`config.mk`:
```
export PLATFORM = sky130hd
export DESIGN_NAME = stage_writeback
export DESIGN_NICKNAME = d
export VERILOG_FILES = /design/src/rtl/stage_writeback_pkg.sv /design/src/rtl/stage_writeback_load_align.sv /design/src/rtl/stage_writeback.sv
export SDC_FILE = /design/constraint.sdc
export NUM_CORES = 1
export LEC_CHECK = 0
export ABC_CLOCK_PERIOD_IN_PS = 3000
export BUFFER_PORTS_ARGS = -buffer_cell sky130_fd_sc_hd__buf_2
export CAP_MARGIN = 20
export CELL_PAD_IN_SITES_DETAIL_PLACEMENT = 0
export CELL_PAD_IN_SITES_GLOBAL_PLACEMENT = 1
export CORE_AREA = 10 10 120 122
export CTS_CLUSTER_SIZE = 8
export DETAILED_ROUTE_END_ITERATION = 12
export DIE_AREA = 0 0 130 132
export MAX_ROUTING_LAYER = met4
export PLACE_DENSITY = 0.74
export SYNTH_ARGS = -nofsm -noshare
export SYNTH_HDL_FRONTEND = slang
export SYNTH_SLANG_ARGS = --single-unit
export TNS_END_PERCENT = 50
```
`constraint.sdc`:
```
create_clock -name clk -period 3 [get_ports clk]
set_input_delay 0.15 -clock clk [delete_from_list [all_inputs] [get_ports clk]]
set_output_delay 0.15 -clock clk [all_outputs]
set_load 0.005 [all_outputs]
```
`src/rtl/stage_writeback_pkg.sv`:
```
// Shared types for the writeback stage: load-type encodings and the MEM/WB
// pipeline register layout.
package stage_writeback_pkg;

  localparam int unsigned XlenW   = 32;
  localparam int unsigned RegIdxW = 5;
  localparam int unsigned MemopW  = 3;

  // Load type carried down the pipe; codes 5-7 are not enumerated and decode as LW.
  typedef enum logic [MemopW-1:0] {
    MemopLw  = 3'd0,
    MemopLh  = 3'd1,
    MemopLhu = 3'd2,
    MemopLb  = 3'd3,
    MemopLbu = 3'd4
  } memop_e;

  // MEM/WB pipeline register contents.
  typedef struct packed {
    logic               valid;
    logic               regwrite;
    logic               memtoreg;
    logic [MemopW-1:0]  memop;
    logic [XlenW-1:0]   aluout;
    logic [XlenW-1:0]   readdata;
    logic [RegIdxW-1:0] writereg;
  } mem_wb_t;

  // Widen a byte to a full word, sign- or zero-extending.
  function automatic logic [XlenW-1:0] extend_byte(logic [7:0] b, logic sext);
    return {{(XlenW-8){sext & b[7]}}, b};
  endfunction

  // Widen a halfword to a full word, sign- or zero-extending.
  function automatic logic [XlenW-1:0] extend_half(logic [15:0] h, logic sext);
    return {{(XlenW-16){sext & h[15]}}, h};
  endfunction

endpackage

```
`src/rtl/stage_writeback_load_align.sv`:
```
// load_align: pulls the addressed byte/halfword out of an aligned memory word,
// extends it to 32 bits and flags accesses that straddle their natural alignment.
module load_align
  import stage_writeback_pkg::*;
(
  input  logic [MemopW-1:0] memop_i,
  input  logic [1:0]        offset_i,
  input  logic [XlenW-1:0]  rdata_i,
  output logic [XlenW-1:0]  data_o,
  output logic              misalign_o
);

  logic [7:0]  byte_sel;
  logic [15:0] half_sel;

  // Little-endian lane selection from the byte offset.
  always_comb begin
    byte_sel = rdata_i[7:0];
    case (offset_i)
      2'd0:    byte_sel = rdata_i[7:0];
      2'd1:    byte_sel = rdata_i[15:8];
      2'd2:    byte_sel = rdata_i[23:16];
      default: byte_sel = rdata_i[31:24];
    endcase
    half_sel = offset_i[1] ? rdata_i[31:16] : rdata_i[15:0];
  end

  // Extension per load type and alignment check; unknown codes behave as LW.
  always_comb begin
    data_o     = rdata_i;
    misalign_o = 1'b0;
    case (memop_i)
      MemopLb: begin
        data_o = extend_byte(byte_sel, 1'b1);
      end
      MemopLbu: begin
        data_o = extend_byte(byte_sel, 1'b0);
      end
      MemopLh: begin
        data_o     = extend_half(half_sel, 1'b1);
        misalign_o = offset_i[0];
      end
      MemopLhu: begin
        data_o     = extend_half(half_sel, 1'b0);
        misalign_o = offset_i[0];
      end
      default: begin
        data_o     = rdata_i;
        misalign_o = |offset_i;
      end
    endcase
  end

endmodule

```
`src/rtl/stage_writeback.sv`:
```
// stage_writeback: MEM/WB pipeline register plus load extraction and register
// file write control. Define WB_RETIRE_CNT_EN to build the retired-instruction
// counter and its retired_WB output.
module stage_writeback
  import stage_writeback_pkg::*;
#(
  parameter int unsigned CNT_W = 32
) (
  input  logic                clk,
  input  logic                reset,
  input  logic                valid_M,
  input  logic                REGWRITE_M,
  input  logic                MEMTOREG_M,
  input  logic [MemopW-1:0]   memop_M,
  input  logic [XlenW-1:0]    aluout_M,
  input  logic [XlenW-1:0]    readdata_M,
  input  logic [RegIdxW-1:0]  writereg_M,
  input  logic                stall_W,
  input  logic                flush_W,
  output logic                REGWRITE_WB,
  output logic [XlenW-1:0]    result_WB,
  output logic [RegIdxW-1:0]  writereg_WB,
  output logic                misalign_WB
`ifdef WB_RETIRE_CNT_EN
  ,
  output logic [CNT_W-1:0]    retired_WB
`endif
);

  if (CNT_W == 0) begin : gen_bad_cnt_w
    $error("stage_writeback: CNT_W must be nonzero");
  end

  mem_wb_t          wb_q, wb_d;
  logic             held_q, held_d;
  logic [XlenW-1:0] load_data;
  logic             align_mis;
  logic             misaligned;

  // Next MEM/WB contents: flush beats stall beats capture.
  always_comb begin
    wb_d   = wb_q;
    held_d = 1'b0;
    if (flush_W) begin
      wb_d.valid    = 1'b0;
      wb_d.regwrite = 1'b0;
      wb_d.memtoreg = MEMTOREG_M;
      wb_d.memop    = memop_M;
      wb_d.aluout   = aluout_M;
      wb_d.readdata = readdata_M;
      wb_d.writereg = writereg_M;
    end else if (stall_W) begin
      // Contents hold; remember the instruction has already had its write cycle.
      held_d = 1'b1;
    end else begin
      wb_d.valid    = valid_M;
      wb_d.regwrite = REGWRITE_M;
      wb_d.memtoreg = MEMTOREG_M;
      wb_d.memop    = memop_M;
      wb_d.aluout   = aluout_M;
      wb_d.readdata = readdata_M;
      wb_d.writereg = writereg_M;
    end
  end

  // MEM/WB register and stall-held flag.
  always_ff @(posedge clk or negedge reset) begin
    if (!reset) begin
      wb_q   <= '0;
      held_q <= 1'b0;
    end else begin
      wb_q   <= wb_d;
      held_q <= held_d;
    end
  end

  load_align u_load_align (
    .memop_i    (wb_q.memop),
    .offset_i   (wb_q.aluout[1:0]),
    .rdata_i    (wb_q.readdata),
    .data_o     (load_data),
    .misalign_o (align_mis)
  );

  // Register file write port; a held instruction writes only in its first cycle.
  always_comb begin
    misaligned  = wb_q.valid & wb_q.memtoreg & align_mis;
    misalign_WB = misaligned;
    result_WB   = wb_q.memtoreg ? load_data : wb_q.aluout;
    writereg_WB = wb_q.writereg;
    REGWRITE_WB = wb_q.valid & wb_q.regwrite & ~misaligned & (|wb_q.writereg) & ~held_q;
  end

`ifdef WB_RETIRE_CNT_EN
  logic [CNT_W-1:0] retired_q, retired_d;
  logic             retire_evt;

  // An instruction retires when it leaves WB: any edge that does not hold it.
  always_comb begin
    retire_evt = wb_q.valid & (flush_W | ~stall_W);
    retired_d  = retire_evt ? retired_q + 1'b1 : retired_q;
  end

  // Retired-instruction counter, wraps naturally.
  always_ff @(posedge clk or negedge reset) begin
    if (!reset) begin
      retired_q <= '0;
    end else begin
      retired_q <= retired_d;
    end
  end

  assign retired_WB = retired_q;
`endif

endmodule

```
; Word-level counts from Yosys, hierarchy flattened
; Cells that the tools add are included.
[totals]
regBits = 76
input_bits = 79
out_inout_bits = 39
elab_cells = 37
[classes]
n_eq_ne = 7
n_mux = 9
n_bitwise = 8
n_reduce_logical = 5
[ops]
columns = operator, count
row1 = 75-bit two-way mux, 2
row2 = 32-bit one-hot mux with 4 select lines, 1
row3 = 32-bit two-way mux, 1
row4 = 8-bit one-hot mux with 3 select lines, 1
row5 = 16-bit two-way mux, 1
row6 = 1-bit bitwise AND, 6
row7 = 3-bit by 2-bit equality test with 1-bit output (second input constant), 2
row8 = 2-bit OR reduction, 3
row9 = 5-bit OR reduction, 1
row10 = 3-bit by 1-bit equality test with 1-bit output (second input constant), 1
row11 = 3-bit equality test (second input constant), 1
row12 = 2-bit by 1-bit equality test with 1-bit output (second input constant), 1
row13 = 2-bit equality test (second input constant), 1
row14 = 2-bit zero test, 1
row15 = 1-bit two-way mux, 2
row16 = 2-bit by 1-bit != test with 1-bit output (second input constant), 1
row17 = 1-bit NOT, 2
row18 = 1-bit one-hot mux with 2 select lines, 1

; Depth between registers and ports, before layout
; Gate-level depths: netlist of the first run.
[depth]
ltp_word = 8
ltp_mapped = 7

; Cells and area by module
; Synthesis of the first run repeated with hierarchy kept, for this count alone.
[hier_totals]
cells_unflattened = 356
hier_area_um2 = 4535.6
[modules_own_cells]
columns = mod, n_inst, cells_each, area_per_inst_um2, seq_area_each_um2
row1 = stage_writeback, 1, 208, 3440.8, 1901.8
row2 = load_align, 1, 148, 1094.8, 0.0

; Least setup slack after synthesis of the first run
; OpenSTA, ideal clock, no wires.
[synth_timing]
path_type = reg-to-output
start = reg wb_q[38] in the netlist's numbering
end = out result_WB[15]
arrival_ps = 1524
required_ps = 2850
path_slack_ps = 1326
stages_incl_launch_ff = 6
n_path_buf = 1
cell_sequence = dfrtp_1 mux4_2 and3_4 buf_6 nand2b_4 o22a_1
[synth_between]
elab_chain_cells = 4
[synth_lines]
columns = item, line
row1 = "start, declared", stage_writeback.sv:34  ; mem_wb_t wb_q, wb_d;
row2 = "start signal, assigned", stage_writeback.sv:72  ; wb_q <= wb_d;
row3 = "2-bit equality test, or another cell as far along", stage_writeback_load_align.sv:19  ; case (offset_i)
row4 = 8-bit one-hot mux with 3 select lines, stage_writeback_load_align.sv:19
row5 = 32-bit one-hot mux with 4 select lines *, stage_writeback_load_align.sv:32  ; case (memop_i)
row6 = 32-bit two-way mux *, stage_writeback.sv:89  ; result_WB = wb_q.memtoreg ? load_data : wb_q.aluout;
row7 = "end, declared", stage_writeback.sv:21  ; output logic [XlenW-1:0] result_WB,
; Every way passes the cells marked *; elsewhere a longest branch is shown, timed or not.

; Worst setup path in the final report of the first run
[layout_timing]
start = reg wb_q[37] in the netlist's numbering
end = out result_WB[28]
[layout_between]
elab_chain_cells = 4
[layout_lines]
columns = item, line
row1 = "2-bit equality test, or another cell as far along", stage_writeback_load_align.sv:19
row2 = 8-bit one-hot mux with 3 select lines *, stage_writeback_load_align.sv:19
row3 = 32-bit one-hot mux with 4 select lines *, stage_writeback_load_align.sv:32
row4 = 32-bit two-way mux *, stage_writeback.sv:89
; Marks and branches as above.

==> results of run 1 <==
report_power, final:
part	switching (mW)	leakage, nW	internal, mW
sequential	0.107	0.910	1.11
clock	0.396	0.135	0.599
combinational	0.302	1.52	0.278
total	0.806	2.57	1.99
Yosys cell counts (7+ instances only):
| cell | count |
|---|---|
| nand2_1 | 191 |
| dfrtp_1 | 76 |
| o21ai_0 | 31 |
| nor2b_1 | 25 |
| clkbuf_1 | 18 |
| inv_1 | 17 |
| a311o_1 | 16 |
| nor3_1 | 12 |
| mux2i_1 | 10 |
| buf_2 | 8 |
| o22ai_1 | 8 |
| buf_4 | 7 |
state kept, by name, indices dropped and copies added (netlist names):
register and count:
wb_q 70, writereg_WB 5, held_q 1
final cells by class:
| type | instances | share of cell area, % |
|---|---|---|
| timing repair buffer | 124 | 13.14 |
| clock inverter | 2 | 0.1975 |
| sequential | 76 | 37.56 |
| clock buffer | 13 | 5.136 |
| inverter | 19 | 1.407 |
| multi-input combinational | 347 | 38.94 |
| tap | 147 | 3.630 |
cells by family (layout without fill, tap and decap cells):
logic type	after synthesis	in the layout	synth area share, %
adder cells (fa/ha/maj)	3	3	0.7244
XOR/XNOR	3	3	0.9961
AND/OR/NAND/NOR	248	248	26.20
flip-flops	76	76	45.88
multiplexers	18	18	6.671
AO/OA/AOI/OAI	75	75	12.95
buffers and inverters	57	158	6.580
what timing repair did:
| item | CTS | global route |
|---|---|---|
| hold endpoints to repair | 2 | 76 |
| setup endpoints to repair | 0 | 0 |
| hold buffers | 1 | 1 |
| setup buffers | 0 | 0 |
layer usage:
| layer | part of all wire, % | global-route usage (%) | vias up |
|---|---|---|---|
| li1 | - | - | 1790 |
| met1 | 46 | 20.36 | 1701 |
| met2 | 48 | 23.63 | 97 |
| met3 | 5.2 | 2.574 | 9 |
| met4 | 0.99 | 5.063 | 0 |
| met5 | 0 | - | - |
metrics by stage:
stage          area [um^2]  hold slack [ns]  worst slack [ns]  cells
3_5_place_dp          4750           0.3458            0.7911    710
2_1_floorplan         4145          -0.1456             1.326    480
6_report              5067          0.01732            0.4720    728
5_1_grt               5067          0.01185            0.2705    728
4_1_cts               5030         0.004857            0.4309    726
3_3_place_gp          4750           0.3302            0.8831    710
worst max-delay path, cell delays in order (launching register included):
cell and delay (ns):
dfrtp_1 0.72, mux4_2 0.34, inv_2 0.05, a21oi_2 0.61, a311o_1 0.22, buf_2 0.12
path summary, 6_finish.rpt:
| check | from | slack [ns] | end | cells past startpoint |
|---|---|---|---|---|
| min in group asynchronous | reset | 0.19 | writereg_WB[0] | 2 |
| worst max register to register | wb_q[72] | 1.61 | wb_q[72] | 3 |
| worst max-delay path | wb_q[37] | 0.47 | result_WB[28] | 5 |
| worst min register to register | wb_q[57] | 0.46 | wb_q[57] | 2 |
| max in group asynchronous | reset | 2.23 | wb_q[28] | 3 |
| worst min-delay path | aluout_M[24] | 0.02 | wb_q[61] | 3 |
==> key figures, run 1 <==
Timing
  • Fin crit period: 2.528 ns
  • Max-slew violations: 0
  • Final Skew: 0 ns
  • Setup-failing EPs final: 0
  • RSZ-0062 raised after global routing: no
  • Pin slew with the least headroom to its limit: 1.022 ns
  • Fmax: 0.3956 GHz
  • Setup TNS: 0 ns
  • Fin. Hold Viols: 0
  • Slew Limit Headroom: 31.78%
  • Final period util: 84.27%

Logic synthesis
  • Gate Count Post-Synth: 480
  • Syn. warnings: 0
  • Yosys cell types: 41
  • Post-Syn Area: 4145 um^2
  • Ranking of synthesized cells by area: dfrtp_1, nand2_1, a311o_1
  • Register area share after synthesis: 45.88%
  • Syn nets: 559
  • Yosys top cell area share: 45.88%
  • Syn Area/Cell: 8.636 um^2
  • Seq cells post-synth: 76
  • Yosys top cell by area: dfrtp_1
  • EDFF count, synth: 0
  • Ys flop type: dfrtp_1
  • Synth async-reset ratio: 100.0%

Global routing
  • Largest net degree at the start of global routing: 90
  • First-pass GRT wire length: 20,200 um
  • Grt ovf: 0
  • Initial antenna violation count: 0
  • Vias in the first global route: 3,634
  • Gr usage total: 15.49%

Floorplanning
  • Die Width: 130 um
  • Rows: 40
  • Io pins: 118
  • Core area: 11,910 um^2
  • Die ar.: 17,160 um^2
  • Die Height: 132 um
  • Initial Util: 34.80%

Clock network
  • TritonCTS buffer count: 9
  • Post-cts sizing count: 0
  • Clock Latency Late Sink: 0.32 ns
  • H-tree depth: 3
  • Clock-pin slew on the worst setup and hold paths: 0.06 ns
  • Buffer type at the clock tree root: clkbuf_16
  • CTS Sinks: 76
  • CTS tree: done
  • Clk buf depth: 2

Finish
  • Most common cell after layout, fill and taps aside: nand2_1
  • Register area: 1903 um^2
  • Share of layout cells above drive strength 1: 27.19%
  • Multi-input logic area: 1973 um^2
  • Antenna fix cells: 0
  • Nets: 656
  • Area grow syn2layout: 22.25%
  • Post-layout util: 42.54%
  • Filler Cell Count: 1,221
  • Commonest non-fill, non-tap cells in the layout: nand2_1, buf_2, dfrtp_1

Route
  • DR WL/cell: 17.93 um
  • Drt pass-1 iters: 4
  • Vias: 3,597
  • Total Wirelength: 13,050 um
  • # DRC: 0
  • Vias per cell: 4.941
  • Post-route ant nets: 0
  • Drt first-iter violations: 286

Power and ir drop
  • Static leakage: 2.568 nW
  • Peak supply drop: 280.4 uV
  • Pwr Density: 551.0 nW/um^2
  • Pwr Total: 2.792 mW

Setup path
  • Critical Path RT: 2.85 ns
  • CP Launch Type: register
  • CP arrival: 2.38 ns
  • WS Path Type: reg2out
  • Critical Path End Type: primary output
  • Worst Path Max Fanout: 16

Placed design
  • DP HPWL: 9434 um
  • GP Congestion: 0.9020
  • PortBufs: 117

Run status
  • Status: finished clean

Run
  • Max-cap violation count: 0

Worst hold path
  • Hold crit path type: in2reg
No activity file was read; power rests on OpenSTA's default activity.
==> inputs of run 2 (changes only) <==
--- a/config.mk
+++ b/config.mk
@@ -5,17 +5,18 @@
 export SDC_FILE = /design/constraint.sdc
 export NUM_CORES = 1
 export LEC_CHECK = 0
-export ABC_CLOCK_PERIOD_IN_PS = 3000
+export ABC_AREA = 1
+export ABC_CLOCK_PERIOD_IN_PS = 2300
 export BUFFER_PORTS_ARGS = -buffer_cell sky130_fd_sc_hd__buf_2
 export CAP_MARGIN = 20
 export CELL_PAD_IN_SITES_DETAIL_PLACEMENT = 0
 export CELL_PAD_IN_SITES_GLOBAL_PLACEMENT = 1
-export CORE_AREA = 10 10 120 122
+export CORE_AREA = 10 10 125 127
 export CTS_CLUSTER_SIZE = 8
 export DETAILED_ROUTE_END_ITERATION = 12
-export DIE_AREA = 0 0 130 132
+export DIE_AREA = 0 0 135 137
 export MAX_ROUTING_LAYER = met4
-export PLACE_DENSITY = 0.74
+export PLACE_DENSITY = 0.77
 export SYNTH_ARGS = -nofsm -noshare
 export SYNTH_HDL_FRONTEND = slang
 export SYNTH_SLANG_ARGS = --single-unit
==> constraint.sdc (replaced) <==
create_clock -name clk -period 2.3 [get_ports clk]
set_input_delay 0.115 -clock clk [delete_from_list [all_inputs] [get_ports clk]]
set_output_delay 0.115 -clock clk [all_outputs]
set_load 0.005 [all_outputs]
==> run 2 against run 1 <==
  * Die area rose by 7.8%
  * Sequential share of layout area fell by 5.7 points
  * Total power rose by 48%
  * The flow now finishes with violations (negative hold slack)
  * Wire length rose by 9.1%
  * Sequential cell count did not move
  * Hold slack got worse by 0.023 ns
  * Clock-buffer cell count fell by 4
  * Clock skew did not move
  * Sequential power rose by 27%
  * Synthesized cell count rose by 31%
  * Combinational power rose by 65%
==> key figures, run 2 <==
Global routing
  • GR Util met1: 19.39%
  • Vias in the first global route: 4,620
  • Grt ovf: 0
  • Initial antenna violation count: 0
  • M3 GR Usage: 3.262%
  • Gr usage total: 16.06%
  • Largest net degree at the start of global routing: 74
  • GR peak layer: met2
  • M2 GR Usage: 26.88%
  • First-pass GRT wire length: 23,290 um

Logic synthesis
  • Largest family of logic cells by synthesized area: simple AND/OR/NAND/NOR gates
  • Seq cells post-synth: 76
  • Ys flop type: dfrtp_1
  • Register area share after synthesis: 44.35%
  • Compound-Gate Fraction of Synth Area: 9.338%
  • Gate Count Post-Synth: 627
  • Synth cell count leaders: nand2_1, dfrtp_1, o21ai_0, nor2_1, inv_1
  • Most numerous cell in the Yosys netlist: nand2_1
  • Synth Area in Adders: 0%
  • Syn. warnings: 0
  • Syn nets: 706
  • Post-Synth XOR/XNOR Area: 0%
  • EDFF count, synth: 0
  • Ranking of synthesized cells by area: dfrtp_1, nand2_1, o21ai_0
  • Yosys top cell area share: 44.35%
  • Multiplexer area fraction after synthesis: 0%
  • Syn Area/Cell: 6.839 um^2
  • Synth async-reset ratio: 100.0%
  • Yosys cell types: 25
  • Post-synthesis simple-gate area fraction: 37.85%
  • Post-Syn Area: 4288 um^2
  • Yosys top cell by area: dfrtp_1

Route
  • Vias per cell: 4.596
  • DR WL/cell: 14.64 um
  • Drt first-iter violations: 316
  • Total Wirelength: 14,250 um
  • # DRC: 0
  • Post-route ant nets: 0
  • Drt pass-1 iters: 5
  • Vias: 4,472

Timing
  • Fmax: 0.4825 GHz
  • Slew Limit Headroom: 65.88%
  • Max-slew violations: 0
  • Final Skew: 0 ns
  • Setup TNS: 0 ns
  • RSZ-0062 raised after global routing: no
  • Fin crit period: 2.072 ns
  • Setup-failing EPs final: 0
  • Fin. Hold Viols: 1
  • WHS: -0.005681 ns
  • Final period util: 90.11%
  • Pin slew with the least headroom to its limit: 0.5118 ns

Run status
  • Failing checks: negative hold slack
  • Status: finished with violations

Placed design
  • GP Congestion: 0.8372
  • PortBufs: 117
  • DP HPWL: 10,240 um

Power and ir drop
  • Switch share: 29.50%
  • Sequential Power Share: 37.5%
  • Pwr Density: 691.1 nW/um^2
  • P_int: 2.916 mW
  • Static leakage: 3.186 nW
  • Clock power share: 39.3%
  • Comb pwr share: 23.2%
  • Peak supply drop: 300.4 uV
  • Sw power: 1.220 mW

Finish
  • Largest register FFs: 70
  • Share of layout cells above drive strength 1: 23.34%
  • Filler Cell Count: 1,340
  • Nets: 871
  • Commonest non-fill, non-tap cells in the layout: nand2_1, buf_2, dfrtp_1
  • Biggest register: wb_q
  • Area grow syn2layout: 39.60%
  • Antenna fix cells: 0
  • Most common cell after layout, fill and taps aside: nand2_1
  • Post-layout util: 45.74%

Setup path
  • Critical path's largest stage delay: 0.52 ns
  • CP Launch Type: register
  • Slowest-stage cell, CP: dfrtp_2
  • WP depth: 8
  • Crit path max-delay family: simple AND/OR/NAND/NOR gates
  • CP arrival: 1.96 ns
  • Worst Path Max Fanout: 16
  • FF-to-FF setup slack: 1.14 ns
  • Critical Path RT: 2.18 ns
  • Critical-path cell list: nor2_4 -> nand2_1 -> nand2_2 -> nand3b_4 -> nand2_8 -> nor2_1 -> nor2_1 -> buf_2
  • Critical Path End Type: primary output
  • Critical path buffer and inverter count: 1
  • WS Path Type: reg2out
  • R2R depth: 3
  • CP dominant cell by count: nor2_1

Worst hold path
  • Hold depth: 3
  • Hold crit path type: in2reg

Clock network
  • Buffer type at the clock tree root: clkbuf_16
  • CTS Sinks: 76
  • CTS tree: done
  • Clk buf depth: 2
  • Clock-pin slew on the worst setup and hold paths: 0.06 ns
  • Clock Latency Late Sink: 0.34 ns
  • TritonCTS buffer count: 9
  • H-tree depth: 3

Floorplanning
  • Core area: 13,090 um^2
  • Die ar.: 18,500 um^2
  • Rows: 42
  • Die Height: 137 um
  • Initial Util: 32.77%
  • Die Width: 135 um
  • Io pins: 118

Run
  • Max-cap violation count: 0
## run 2: stage by stage
| step | setup WS, ns | total power, mW | std cells | instance area [um^2] |
|---|---|---|---|---|
| after detailed placement | 0.3854 | 2.453 | 894 | 5009 |
| after CTS | 0.005535 | 4.177 | 971 | 5959 |
| after global placement | 0.3737 | 2.444 | 894 | 5009 |
| after global routing | 0.05841 | 4.385 | 973 | 5986 |
| final | 0.2276 | 4.137 | 973 | 5986 |
| after floorplan | 0.8450 | 2.086 | 627 | 4288 |
## run 2: kinds of logic (layout without fill, tap and decap cells)
family	count (synthesis)	count (layout)
flops	76	76
simple gates	391	391
buf+inv	81	251
compound gates	79	79
## run 2: worst min-delay path, stage by stage
cell and delay [ns]:
buf_2 0.08, nand2_1 0.05, o21ai_0 0.06
## run 2: path summary, 6_finish.rpt
check | startpoint | to
min in group asynchronous | reset | wb_q[46]
worst min-delay path | readdata_M[28] | wb_q[33]
worst min register to register | wb_q[45] | wb_q[45]
worst max register to register | wb_q[72] | wb_q[72]
max in group asynchronous | reset | wb_q[50]
worst max-delay path | wb_q[38] | result_WB[18]
## run 2: area by class of cell
cell class	instances	area, um^2	area share, %
clock buffer	9	225.2	3.763
multi-input combinational	470	2034	33.99
sequential	76	1904	31.81
timing repair buffer	191	1321	22.07
tap	176	220.2	3.679
inverter	44	165.2	2.759
clock inverter	7	115.1	1.923
## run 2: power groups by stage
stage	logic (mW)	clock network, mW	registers [mW]
after CTS	0.965	1.66	1.55
after global routing	1.09	1.73	1.57
after floorplan	0.558	0	1.53
after detailed placement	0.880	0	1.57
after global placement	0.875	0	1.57
final	0.959	1.63	1.55
## run 2: layer usage
metal	share of wire, %	vias to the layer above
met5	0	-
met2	51	121
li1	-	2259
met4	0.84	0
met3	4.2	10
met1	44	2082
## run 2: what timing repair did
| action | in CTS | in global routing |
|---|---|---|
| endpoints found under the setup margin | 0 | 28 |
| buffers inserted | 0 | 2 |
| hold buffers | 61 | 0 |
| hold endpoints to repair | 96 | 0 |
| gates resized for setup | 0 | 3 |
